--- src/rtl/enc_link_pkg.sv ---
// Constants and FSM state shared by the encrypted-link serializer and deserializer.
package enc_link_pkg;

    localparam int ENC_W         = 78;
    localparam int SYM_W         = 6;
    localparam int SYMS_PER_WORD = 13;
    localparam int LAST_IDX      = SYMS_PER_WORD - 1;

    typedef enum logic {
        IDLE  = 1'b0,
        SHIFT = 1'b1
    } link_state_t;

endpackage

--- src/rtl/enc_word_fifo.sv ---
// Synchronous first-word-fall-through FIFO; push is ignored when full, pop when empty.
module enc_word_fifo #(
    parameter int WIDTH = 78,
    parameter int DEPTH = 4
) (
    input  logic                   Clk,
    input  logic                   Reset,
    input  logic                   push,
    input  logic                   pop,
    input  logic [WIDTH-1:0]       wdata,
    output logic [WIDTH-1:0]       rdata,
    output logic [$clog2(DEPTH):0] count,
    output logic                   full,
    output logic                   empty
);

    localparam int AW = $clog2(DEPTH);

    logic [WIDTH-1:0] mem [DEPTH];
    logic [AW-1:0]    wr_ptr;
    logic [AW-1:0]    rd_ptr;
    logic             do_push;
    logic             do_pop;

    assign full    = (count == (AW+1)'(DEPTH));
    assign empty   = (count == '0);
    assign do_push = push && !full;
    assign do_pop  = pop && !empty;
    assign rdata   = mem[rd_ptr];

    // Storage carries no reset; stale entries are never visible because count gates them.
    always_ff @(posedge Clk) begin
        if (do_push) begin
            mem[wr_ptr] <= wdata;
        end
    end

    always_ff @(posedge Clk) begin
        if (Reset) begin
            wr_ptr <= '0;
            rd_ptr <= '0;
            count  <= '0;
        end else begin
            if (do_push) begin
                wr_ptr <= wr_ptr + 1'b1;
            end
            if (do_pop) begin
                rd_ptr <= rd_ptr + 1'b1;
            end
            case ({do_push, do_pop})
                2'b10:   count <= count + 1'b1;
                2'b01:   count <= count - 1'b1;
                default: count <= count;
            endcase
        end
    end

endmodule

--- src/rtl/enc_symbol_serializer.sv ---
// Buffers 78-bit encrypted words and emits each as 13 six-bit symbols, MSB first.
// Handshakes: a transfer happens on a rising edge where valid && ready; a shown symbol holds while !ready.
module enc_symbol_serializer
    import enc_link_pkg::*;
#(
    parameter int DEPTH = 4
) (
    input  logic                   Clk,
    input  logic                   Reset,
    input  logic                   in_valid,
    output logic                   in_ready,
    input  logic [ENC_W-1:0]       in_data,
    output logic                   sym_valid,
    input  logic                   sym_ready,
    output logic [SYM_W-1:0]       sym_data,
    output logic                   sym_first,
    output logic                   sym_last,
    output logic [$clog2(DEPTH):0] fifo_count,
    output logic                   fsm_state
);

    link_state_t      state;
    logic [ENC_W-1:0] shift;
    logic [3:0]       idx;

    logic             fifo_push;
    logic             fifo_pop;
    logic [ENC_W-1:0] fifo_rdata;
    logic             fifo_full;
    logic             fifo_empty;
    logic             at_last;

    assign at_last   = (idx == 4'(LAST_IDX));
    assign in_ready  = !fifo_full;
    assign fifo_push = in_valid && in_ready;
    // Pop either to start from idle or to reload on the final symbol, so words run back to back.
    assign fifo_pop  = !fifo_empty &&
                       ((state == IDLE) || (sym_ready && at_last));

    enc_word_fifo #(
        .WIDTH (ENC_W),
        .DEPTH (DEPTH)
    ) u_fifo (
        .Clk   (Clk),
        .Reset (Reset),
        .push  (fifo_push),
        .pop   (fifo_pop),
        .wdata (in_data),
        .rdata (fifo_rdata),
        .count (fifo_count),
        .full  (fifo_full),
        .empty (fifo_empty)
    );

    always_ff @(posedge Clk) begin
        if (Reset) begin
            state <= IDLE;
            idx   <= '0;
            shift <= '0;
        end else begin
            case (state)
                IDLE: begin
                    if (!fifo_empty) begin
                        shift <= fifo_rdata;
                        idx   <= '0;
                        state <= SHIFT;
                    end
                end
                SHIFT: begin
                    if (sym_ready) begin
                        if (!at_last) begin
                            shift <= shift << SYM_W;
                            idx   <= idx + 1'b1;
                        end else if (!fifo_empty) begin
                            shift <= fifo_rdata;
                            idx   <= '0;
                        end else begin
                            idx   <= '0;
                            state <= IDLE;
                        end
                    end
                end
                default: begin
                    state <= IDLE;
                    idx   <= '0;
                end
            endcase
        end
    end

    assign fsm_state = state;
    assign sym_valid = (state == SHIFT);
    assign sym_data  = sym_valid ? shift[ENC_W-1 -: SYM_W] : '0;
    assign sym_first = sym_valid && (idx == 4'd0);
    assign sym_last  = sym_valid && at_last;

endmodule

--- config.mk ---
export PLATFORM = sky130hd
export DESIGN_NAME = enc_symbol_serializer
export DESIGN_NICKNAME = d
export VERILOG_FILES = /design/src/rtl/enc_link_pkg.sv /design/src/rtl/enc_word_fifo.sv /design/src/rtl/enc_symbol_serializer.sv
export SDC_FILE = /design/constraint.sdc
export NUM_CORES = 1
export LEC_CHECK = 0
export CAP_MARGIN = 0
export CORE_ASPECT_RATIO = 0.7
export CORE_MARGIN = 3
export CORE_UTILIZATION = 50
export CTS_CLUSTER_DIAMETER = 60
export DETAILED_ROUTE_END_ITERATION = 7
export GPL_TIMING_DRIVEN = 0
export PLACE_DENSITY = 0.68
export SYNTH_ARGS = -nofsm -noshare
export SYNTH_HDL_FRONTEND = slang
export SYNTH_SLANG_ARGS = --single-unit
--- constraint.sdc ---
create_clock -name Clk -period 3.7 [get_ports Clk]
set_input_delay 0.555 -clock Clk [delete_from_list [all_inputs] [get_ports Clk]]
set_output_delay 0.555 -clock Clk [all_outputs]
set_load 0.01 [all_outputs]
==> results.json, run 1 <==
{
  "ctsRootBufferMaster": "clkbuf_16",
  "arrival_ns": 2.53,
  "clk_pin_slew_ns": 0.06,
  "power.density_mw_per_mm2": 747,
  "rsz0062_at_grt": "false",
  "async_flop_share_pct": 0,
  "fill_cells": 2346,
  "outcome": "finished clean",
  "clockBufferDepth": 3,
  "yosys.area_share.xor_xnor_pct": 0.216,
  "final_cell_mix": "312 x edfxtp_1, 144 x nor2_1, 94 x clkdlybuf4s50_1",
  "crit_path_end_kind": "output pin",
  "final_nets": 1158,
  "dr.pass1.iters": 5,
  "relSlewSlack_pct": 35.4,
  "period_needed_ns": 3.08,
  "post_cts_buffers": 0,
  "final_util_pct": 60.3,
  "viasPerCell": 5.74,
  "clk_latency_ns": 0.53,
  "hold_viol": 0,
  "postSynthCellCount": 930,
  "antenna_left": 0,
  "post_cts_resized": 0,
  "grt_max_degree": 44,
  "synth_edf_count": 312,
  "cp.required_ns": 3.14,
  "hold_buffers": 0,
  "drc": 0,
  "synth_nets": 1020,
  "drive_above_1_share_pct": 13.3,
  "fmax_mhz": 325,
  "cts_buffers": 38,
  "leakage_nw": 6.53,
  "yosys-top-cells-area": "edfxtp_1 58%, dfxtp_1 11%, mux4_1 7.8%",
  "track_usage_pct": 19.2,
  "ios": 96,
  "core_area_mm2": 0.0316,
  "yosysTopAreaCell": "edfxtp_1",
  "ys_seq_area_share_pct": 69.2,
  "wl_per_cell_um": 21.7,
  "setup-violations-final": 0,
  "crit_type": "flop to output pin",
  "register_area_mm2": 0.0112,
  "synth_simple_gate_area_share_pct": 5.11,
  "synth_seq_cells": 404,
  "ys.flop_type": "edfxtp_1",
  "port-buffer-count": 94,
  "antenna_found_initial": 1,
  "synth_top_family_by_area": "multiplexers",
  "cp_max_fo": 10,
  "slew_violations": 0,
  "syn_area_mm2": 0.0162,
  "syn_area_per_cell_um2": 17.4,
  "yosysTopAreaCellShare_pct": 57.8,
  "die_area_mm2": 0.0346,
  "yosys.area_share.adder_pct": 0.664,
  "grt-ovfl-total": 0,
  "fin_total_pwr_w": 0.0142,
  "gp_congestion": 0.773,
  "cts_htree_levels": 2,
  "dieWidth_um": 221,
  "period_share_pct": 83.3,
  "ys_types": 46,
  "startpoint_type": "flop",
  "num_vias": 8706,
  "mostFrequentLayoutCell": "edfxtp_1",
  "vdd_drop_max_mv": 0.377,
  "rows": 54,
  "grt_pass1_vias": 8785,
  "area_growth_pct": 17.5,
  "post-dp-hpwl_um": 21400,
  "numClockSinks": 404,
  "yosysWarnings": 0,
  "die_h_um": 157,
  "grt_first_pass_wirelength_um": 51600,
  "whs_ns": 0.497,
  "fin_worst_skew_ns": 0.0150,
  "cts_tree": "done",
  "routed_wl_um": 32900,
  "worst_pin_slew_ns": 0.961,
  "multi_input_area_mm2": 0.00452,
  "drtIter0Drc": 700,
  "synthMuxAreaShare_pct": 16.5,
  "maxCapViolCount": 0,
  "hold_path_class": "flop to flop",
  "synth_compound_area_share_pct": 5.32,
  "initial_utilization_pct": 51.3
}
[metrics by stage]
step	cells	setup slack (ns)	TNS [ns]	cell area, µm²
2_1_floorplan	930	0.649	0	16200
3_3_place_gp	1444	-1.23	-366.41	17700
3_5_place_dp	1448	0.580	0	17800
4_1_cts	1516	0.584	0	19000
5_1_grt	1517	0.443	0	19000
6_report	1517	0.619	0	19000
[flip-flops by register name, indices dropped and copies added, names as in the netlist, named ones only]
signal and count:
u_fifo.count 3, u_fifo.wr_ptr 2, fsm_state 1, idx 4
shift 78, u_fifo.mem 312, u_fifo.rd_ptr 2
[layer usage]
| metal | share of wire, % | global-route usage, % |
|---|---|---|
| met4 | 2.0 | 5.15 |
| met1 | 49 | 29.9 |
| met5 | 0 | 0 |
| met2 | 44 | 28.5 |
| met3 | 4.3 | 2.98 |
[power by group]
part / total (W) / leakage [nW] / internal (W) / switching, W
clock network: 0.00389 / 0.598 / 0.00228 / 0.00160
registers: 0.00628 / 3.62 / 0.00579 / 0.000487
logic: 0.00406 / 2.31 / 0.00193 / 0.00213
[final timing paths]
check	startpoint	endpoint	slack, ns	depth (start not counted)
worst min-delay path	shift[3]$_SDFFE_PP0P_	shift[9]$_SDFFE_PP0P_	0.50	2
worst min register to register	shift[3]$_SDFFE_PP0P_	shift[9]$_SDFFE_PP0P_	0.50	2
worst max-delay path	fsm_state$_SDFF_PP0_	sym_first	0.62	5
worst max register to register	idx[0]$_SDFFE_PP0P_	u_fifo.count[2]$_SDFFE_PP0P_	1.06	10
[layout make-up]
type                    instances  area share, %
well taps                     420           2.76
plain buffers                  63           2.35
diodes                          1         0.0131
clock inverters                14          0.920
clock buffers                  54           5.58
multi-input cells             452           23.7
flip-flops and latches        404           58.9
repair buffers                 98           5.52
inverters                      11          0.217
[worst max-delay path, cell delays in order (launching register included)]
cell and delay, ns:
dfxtp_1 0.44, buf_2 0.29, clkbuf_1 0.37, nand2_1 0.10, nor3_1 0.22, clkdlybuf4s50_1 0.59
[kinds of logic (layout without fill, tap and decap cells)]
group                    count (synthesis)  in the layout
XOR/XNOR                                 4              4
AO/OA/AOI/OAI                           97             97
AND/OR/NAND/NOR                        192            192
flip-flops                             404            404
buffers and inverters                   74            240
other                                    0              1
multiplexers                           151            151
adder cells (fa/ha/maj)                  8              8
[synthesized netlist by cell type, drive strengths merged, types with 2 or more instances]
cell	n
nand2	10
xnor2	2
nor2b	3
nand2b	2
mux2i	73
buf	37
nand3b	2
dfxtp	92
mux4	78
clkbuf	26
nor2	144
xor2	2
ha	7
inv	11
and2	8
a21oi	11
nor3	6
a32oi	6
nand3	3
and3	8
edfxtp	312
a31oi	2
or3	2
a2111oi	66
nand4	2
o21ai	5
o221ai	2
No activity file was read; power rests on OpenSTA's default activity.
==> run 2, diff against run 1 <==
- clock period: 3.7 -> 2.95 ns (I/O delays scaled with it)
==> results.json, run 2 (synthesis results as in run 1) <==
{
  "p_sw_share_pct": 29.6,
  "drtIter0Drc": 722,
  "crit_type": "flop to flop",
  "n_antenna_cell": 0,
  "fin_total_pwr_w": 0.0179,
  "num_vias": 8597,
  "drc": 0,
  "place_area_mm2": 0.0178,
  "power.density_mw_per_mm2": 940,
  "numClockSinks": 404,
  "vdd_drop_max_mv": 0.564,
  "dieWidth_um": 221,
  "ios": 96,
  "final_util_pct": 60.5,
  "cts_buffers": 38,
  "final_nets": 1157,
  "p_seq_share_pct": 43.8,
  "fin_worst_skew_ns": 0.0162,
  "gp_congestion": 0.749,
  "crit_path_end_kind": "flop",
  "grt_first_pass_wirelength_um": 50800,
  "cts_htree_levels": 2,
  "initial_utilization_pct": 51.3,
  "reg_top3": "u_fifo.mem x312, shift x78, idx x4",
  "regMostFlops": "u_fifo.mem",
  "hold_path_class": "flop to flop",
  "viasPerCell": 5.67,
  "mostFrequentLayoutCell": "edfxtp_1",
  "cp_max_fo": 9,
  "post_cts_buffers": 0,
  "die_area_mm2": 0.0346,
  "core_area_mm2": 0.0316,
  "final_cell_mix": "312 x edfxtp_1, 144 x nor2_1, 94 x clkdlybuf4s50_1",
  "port-buffer-count": 94,
  "clk_pin_slew_ns": 0.06,
  "hold_buffers": 0,
  "p_switching_w": 0.00531,
  "fill_cells": 2317,
  "routed_wl_um": 32700,
  "track_usage_pct": 19.0,
  "period_share_pct": 91.5,
  "largest_reg_flops": 312,
  "startpoint_type": "flop",
  "holdCritStartpoint": "u_fifo.wr_ptr[1]$_SDFFE_PP0P_",
  "arrival_ns": 3.15,
  "leakage_nw": 6.57,
  "grt-ovfl-total": 0,
  "grt_max_degree": 47,
  "relSlewSlack_pct": 35.8,
  "post_cts_resized": 0,
  "cp.required_ns": 3.41,
  "outcome": "finished clean",
  "clk_latency_ns": 0.53,
  "clockBufferDepth": 3,
  "worstReg2RegStart": "idx[0]$_SDFFE_PP0P_",
  "comb_power_share_pct": 28.2,
  "rsz0062_at_grt": "false",
  "stdcell_area_mm2": 0.0191,
  "crit_start": "idx[0]$_SDFFE_PP0P_",
  "antenna_left": 0,
  "maxCapViolCount": 0,
  "cts_tree": "done",
  "antenna_found_initial": 0,
  "ctsRootBufferMaster": "clkbuf_16",
  "period_needed_ns": 2.70,
  "worst_pin_slew_ns": 0.956,
  "fmax_mhz": 371,
  "p_int_w": 0.0126,
  "rows": 54,
  "drive_above_1_share_pct": 14.0,
  "setup-violations-final": 0,
  "area_growth_pct": 17.9,
  "post-dp-hpwl_um": 21400,
  "p_clk_share_pct": 27.9,
  "hold_viol": 0,
  "rrSetupSlack_ns": 0.25,
  "dr.pass1.iters": 5,
  "slew_violations": 0,
  "wl_per_cell_um": 21.6,
  "grt_pass1_vias": 8733,
  "die_h_um": 157
}
==> run 2: worst paths after layout <==
kind,end,cells past startpoint
setup / recovery,u_fifo.count[2]$_SDFFE_PP0P_,10
hold / removal,u_fifo.wr_ptr[1]$_SDFFE_PP0P_,2
setup reg to reg,u_fifo.count[2]$_SDFFE_PP0P_,10
hold reg to reg,u_fifo.wr_ptr[1]$_SDFFE_PP0P_,2
==> run 2: metrics by stage <==
| stage | hold slack, ns | std cells | setup WS, ns | setup TNS, ns |
|---|---|---|---|---|
| 2_1_floorplan | 0.457 | 930 | 0.567 | 0 |
| 3_3_place_gp | 0.488 | 1444 | -0.264 | -71.37 |
| 3_5_place_dp | 0.493 | 1448 | -0.127 | -0.127 |
| 4_1_cts | 0.502 | 1517 | 0.250 | 0 |
| 5_1_grt | 0.531 | 1517 | 0.0709 | 0 |
| 6_report | 0.502 | 1517 | 0.252 | 0 |
==> run 2: metal layers <==
layer | wire length, µm | GRT usage (%) | share of wire [%]
met5 | 0 | 0 | 0
met4 | 463 | 4.20 | 1.4
met3 | 1560 | 3.56 | 4.8
met2 | 14600 | 28.7 | 45
met1 | 16100 | 29.1 | 49
==> run 2: worst max-delay path, stage by stage, from the launching register on <==
cell     delay [ns]
dfxtp_1        0.35
inv_1          0.07
ha_1           0.20
nand4_1        0.17
a21oi_2        0.50
ha_1           0.28
inv_1          0.06
fa_1           0.37
xor2_1         0.16
or3_1          0.31
a21oi_1        0.14
==> run 2: area by class of cell <==
type                    count  area [µm²]  share of cell area, %
clock buffers              54        1130                   5.94
clock inverters            16         164                  0.859
well taps                 420         526                   2.75
repair buffers             98        1050                   5.51
multi-input cells         452        4520                   23.7
inverters                  11        41.3                  0.216
plain buffers              62         443                   2.32
flip-flops and latches    404       11200                   58.7
==> run 2: power by group through the flow <==
stage | registers, W | logic [W] | clock network [W]
after floorplan | 0.00778 | 0.00373 | 0
after global placement | 0.00796 | 0.00493 | 0
after detailed placement | 0.00797 | 0.00509 | 0
after CTS | 0.00786 | 0.00512 | 0.00512
after global routing | 0.00798 | 0.00551 | 0.00536
final | 0.00787 | 0.00506 | 0.00501
==> run 3, diff against run 2 <==
- CORE_UTILIZATION: 50 -> 59
- PLACE_DENSITY: 0.68 -> 0.78
==> results.json, run 3 (synthesis results as in run 1) <==
{
  "outcome": "finished clean",
  "cts_htree_levels": 2,
  "crit_type": "flop to output pin",
  "numClockSinks": 404,
  "cp_max_fo": 19,
  "path_buf_inv": 2,
  "num_vias": 8756,
  "maxCapViolCount": 0,
  "dp_slack_ns": -0.0325,
  "arrival_ns": 2.21,
  "dieWidth_um": 204,
  "slowest_delay_ns": 0.58,
  "hold_viol": 0,
  "crit_path_end_kind": "output pin",
  "n_antenna_cell": 0,
  "slowest_stage": "clkdlybuf4s50_1",
  "final_nets": 1156,
  "post-dp-hpwl_um": 20900,
  "setup-tns-final_ns": 0,
  "cp.required_ns": 2.51,
  "area_growth_pct": 16.6,
  "dr.pass1.iters": 5,
  "die_area_mm2": 0.0295,
  "clk_latency_ns": 0.52,
  "final_cell_mix": "312 x edfxtp_1, 144 x nor2_1, 94 x clkdlybuf4s50_1",
  "p_sw_share_pct": 29.8,
  "fin_worst_skew_ns": 0.0148,
  "startpoint_type": "flop",
  "grt_max_degree": 59,
  "p_clk_share_pct": 26.4,
  "vdd_drop_max_mv": 0.653,
  "cts_tree": "done",
  "power.density_mw_per_mm2": 932,
  "gp_congestion": 0.814,
  "initial_utilization_pct": 60.2,
  "clockBufferDepth": 3,
  "core_area_mm2": 0.0269,
  "grt-ovfl-total": 0,
  "drtIter0Drc": 812,
  "leakage_nw": 6.50,
  "die_h_um": 145,
  "drive_above_1_share_pct": 12.7,
  "post_cts_resized": 0,
  "period_needed_ns": 2.65,
  "ctsRootBufferMaster": "clkbuf_16",
  "fmax_mhz": 377,
  "comb_power_share_pct": 28.9,
  "drc": 0,
  "rows": 50,
  "critPathTopFamily": "buffers and inverters",
  "p_switching_w": 0.00524,
  "routed_wl_um": 32300,
  "worst_pin_slew_ns": 0.978,
  "ios": 96,
  "setup_slack_ns": 0.297,
  "period_share_pct": 89.9,
  "setup-violations-final": 0,
  "grt_first_pass_wirelength_um": 50200,
  "place_area_mm2": 0.0177,
  "grt_pass1_vias": 8800,
  "stdcell_area_mm2": 0.0189,
  "relSlewSlack_pct": 34.3,
  "rsz0062_at_grt": "false",
  "antenna_left": 0,
  "slew_violations": 0,
  "hold_path_class": "flop to flop",
  "cts_buffers": 37,
  "largest_reg_flops": 312,
  "track_usage_pct": 22.2,
  "antenna_found_initial": 0,
  "p_seq_share_pct": 44.7,
  "wl_per_cell_um": 22.2,
  "p_int_w": 0.0124,
  "mostFrequentLayoutCell": "edfxtp_1",
  "reg_top3": "u_fifo.mem x312, shift x78, idx x4",
  "viasPerCell": 6.01,
  "clk_pin_slew_ns": 0.06,
  "regMostFlops": "u_fifo.mem",
  "port-buffer-count": 94,
  "path_cells": "buf_2 -> nand2_1 -> nor3_1 -> clkdlybuf4s50_1"
}
## run 3: worst paths after layout
path	from	endpoint	slack, ns	cells past startpoint
worst min-delay path	u_fifo.wr_ptr[1]$_SDFFE_PP0P_	u_fifo.wr_ptr[1]$_SDFFE_PP0P_	0.50	2
worst max-delay path	fsm_state$_SDFF_PP0_	sym_first	0.30	4
worst max register to register	idx[0]$_SDFFE_PP0P_	u_fifo.count[2]$_SDFFE_PP0P_	0.33	10
worst min register to register	u_fifo.wr_ptr[1]$_SDFFE_PP0P_	u_fifo.wr_ptr[1]$_SDFFE_PP0P_	0.50	2
## run 3: layer usage
| metal | vias to the layer above | routed length (µm) | global-route usage [%] |
|---|---|---|---|
| met5 | - | 0 | 0 |
| met4 | 0 | 497 | 4.70 |
| met3 | 41 | 1990 | 3.73 |
| met2 | 290 | 15100 | 35.0 |
| met1 | 4407 | 14700 | 33.6 |
| li1 | 4018 | - | - |
## run 3: power by group through the flow
stage	combinational (W)	clock (W)	sequential, W
final	0.00508	0.00465	0.00787
after global routing	0.00551	0.00497	0.00798
after CTS	0.00510	0.00473	0.00786
after detailed placement	0.00507	0	0.00797
after global placement	0.00489	0	0.00795
after floorplan	0.00373	0	0.00778
## run 3: final cells by class
cell class              count  area [µm²]
repair buffers             98        1050
well taps                 364         455
clock inverters            17         155
clock buffers              49        1010
plain buffers              62         443
flip-flops and latches    404       11200
fillers                  1735        8010
inverters                  11        41.3
multi-input cells         452        4520
## run 3: repair_timing
action | 4_1_cts | 5_1_grt
endpoints found under the setup margin | 1 | 0
setup buffers | 0 | 0
hold buffers | 0 | 0
## run 3: through the flow
step / hold WS, ns / std cells / util [%] / power (W)
final: 0.502 / 1457 / 70.2 / 0.0176
after floorplan: 0.457 / 930 / - / 0.0115
after global placement: 0.484 / 1388 / 65.4 / 0.0128
after CTS: 0.503 / 1457 / 70.2 / 0.0177
after detailed placement: 0.497 / 1392 / 65.9 / 0.0130
after global routing: 0.532 / 1457 / 70.2 / 0.0185
## run 3: worst register-to-register path, cell delays in order (launching register included)
cell	delay [ns]
dfxtp_1	0.35
inv_1	0.07
ha_1	0.20
nand4_1	0.15
a21oi_2	0.47
ha_1	0.27
inv_1	0.06
fa_1	0.37
xor2_1	0.15
or3_1	0.30
a21oi_1	0.15
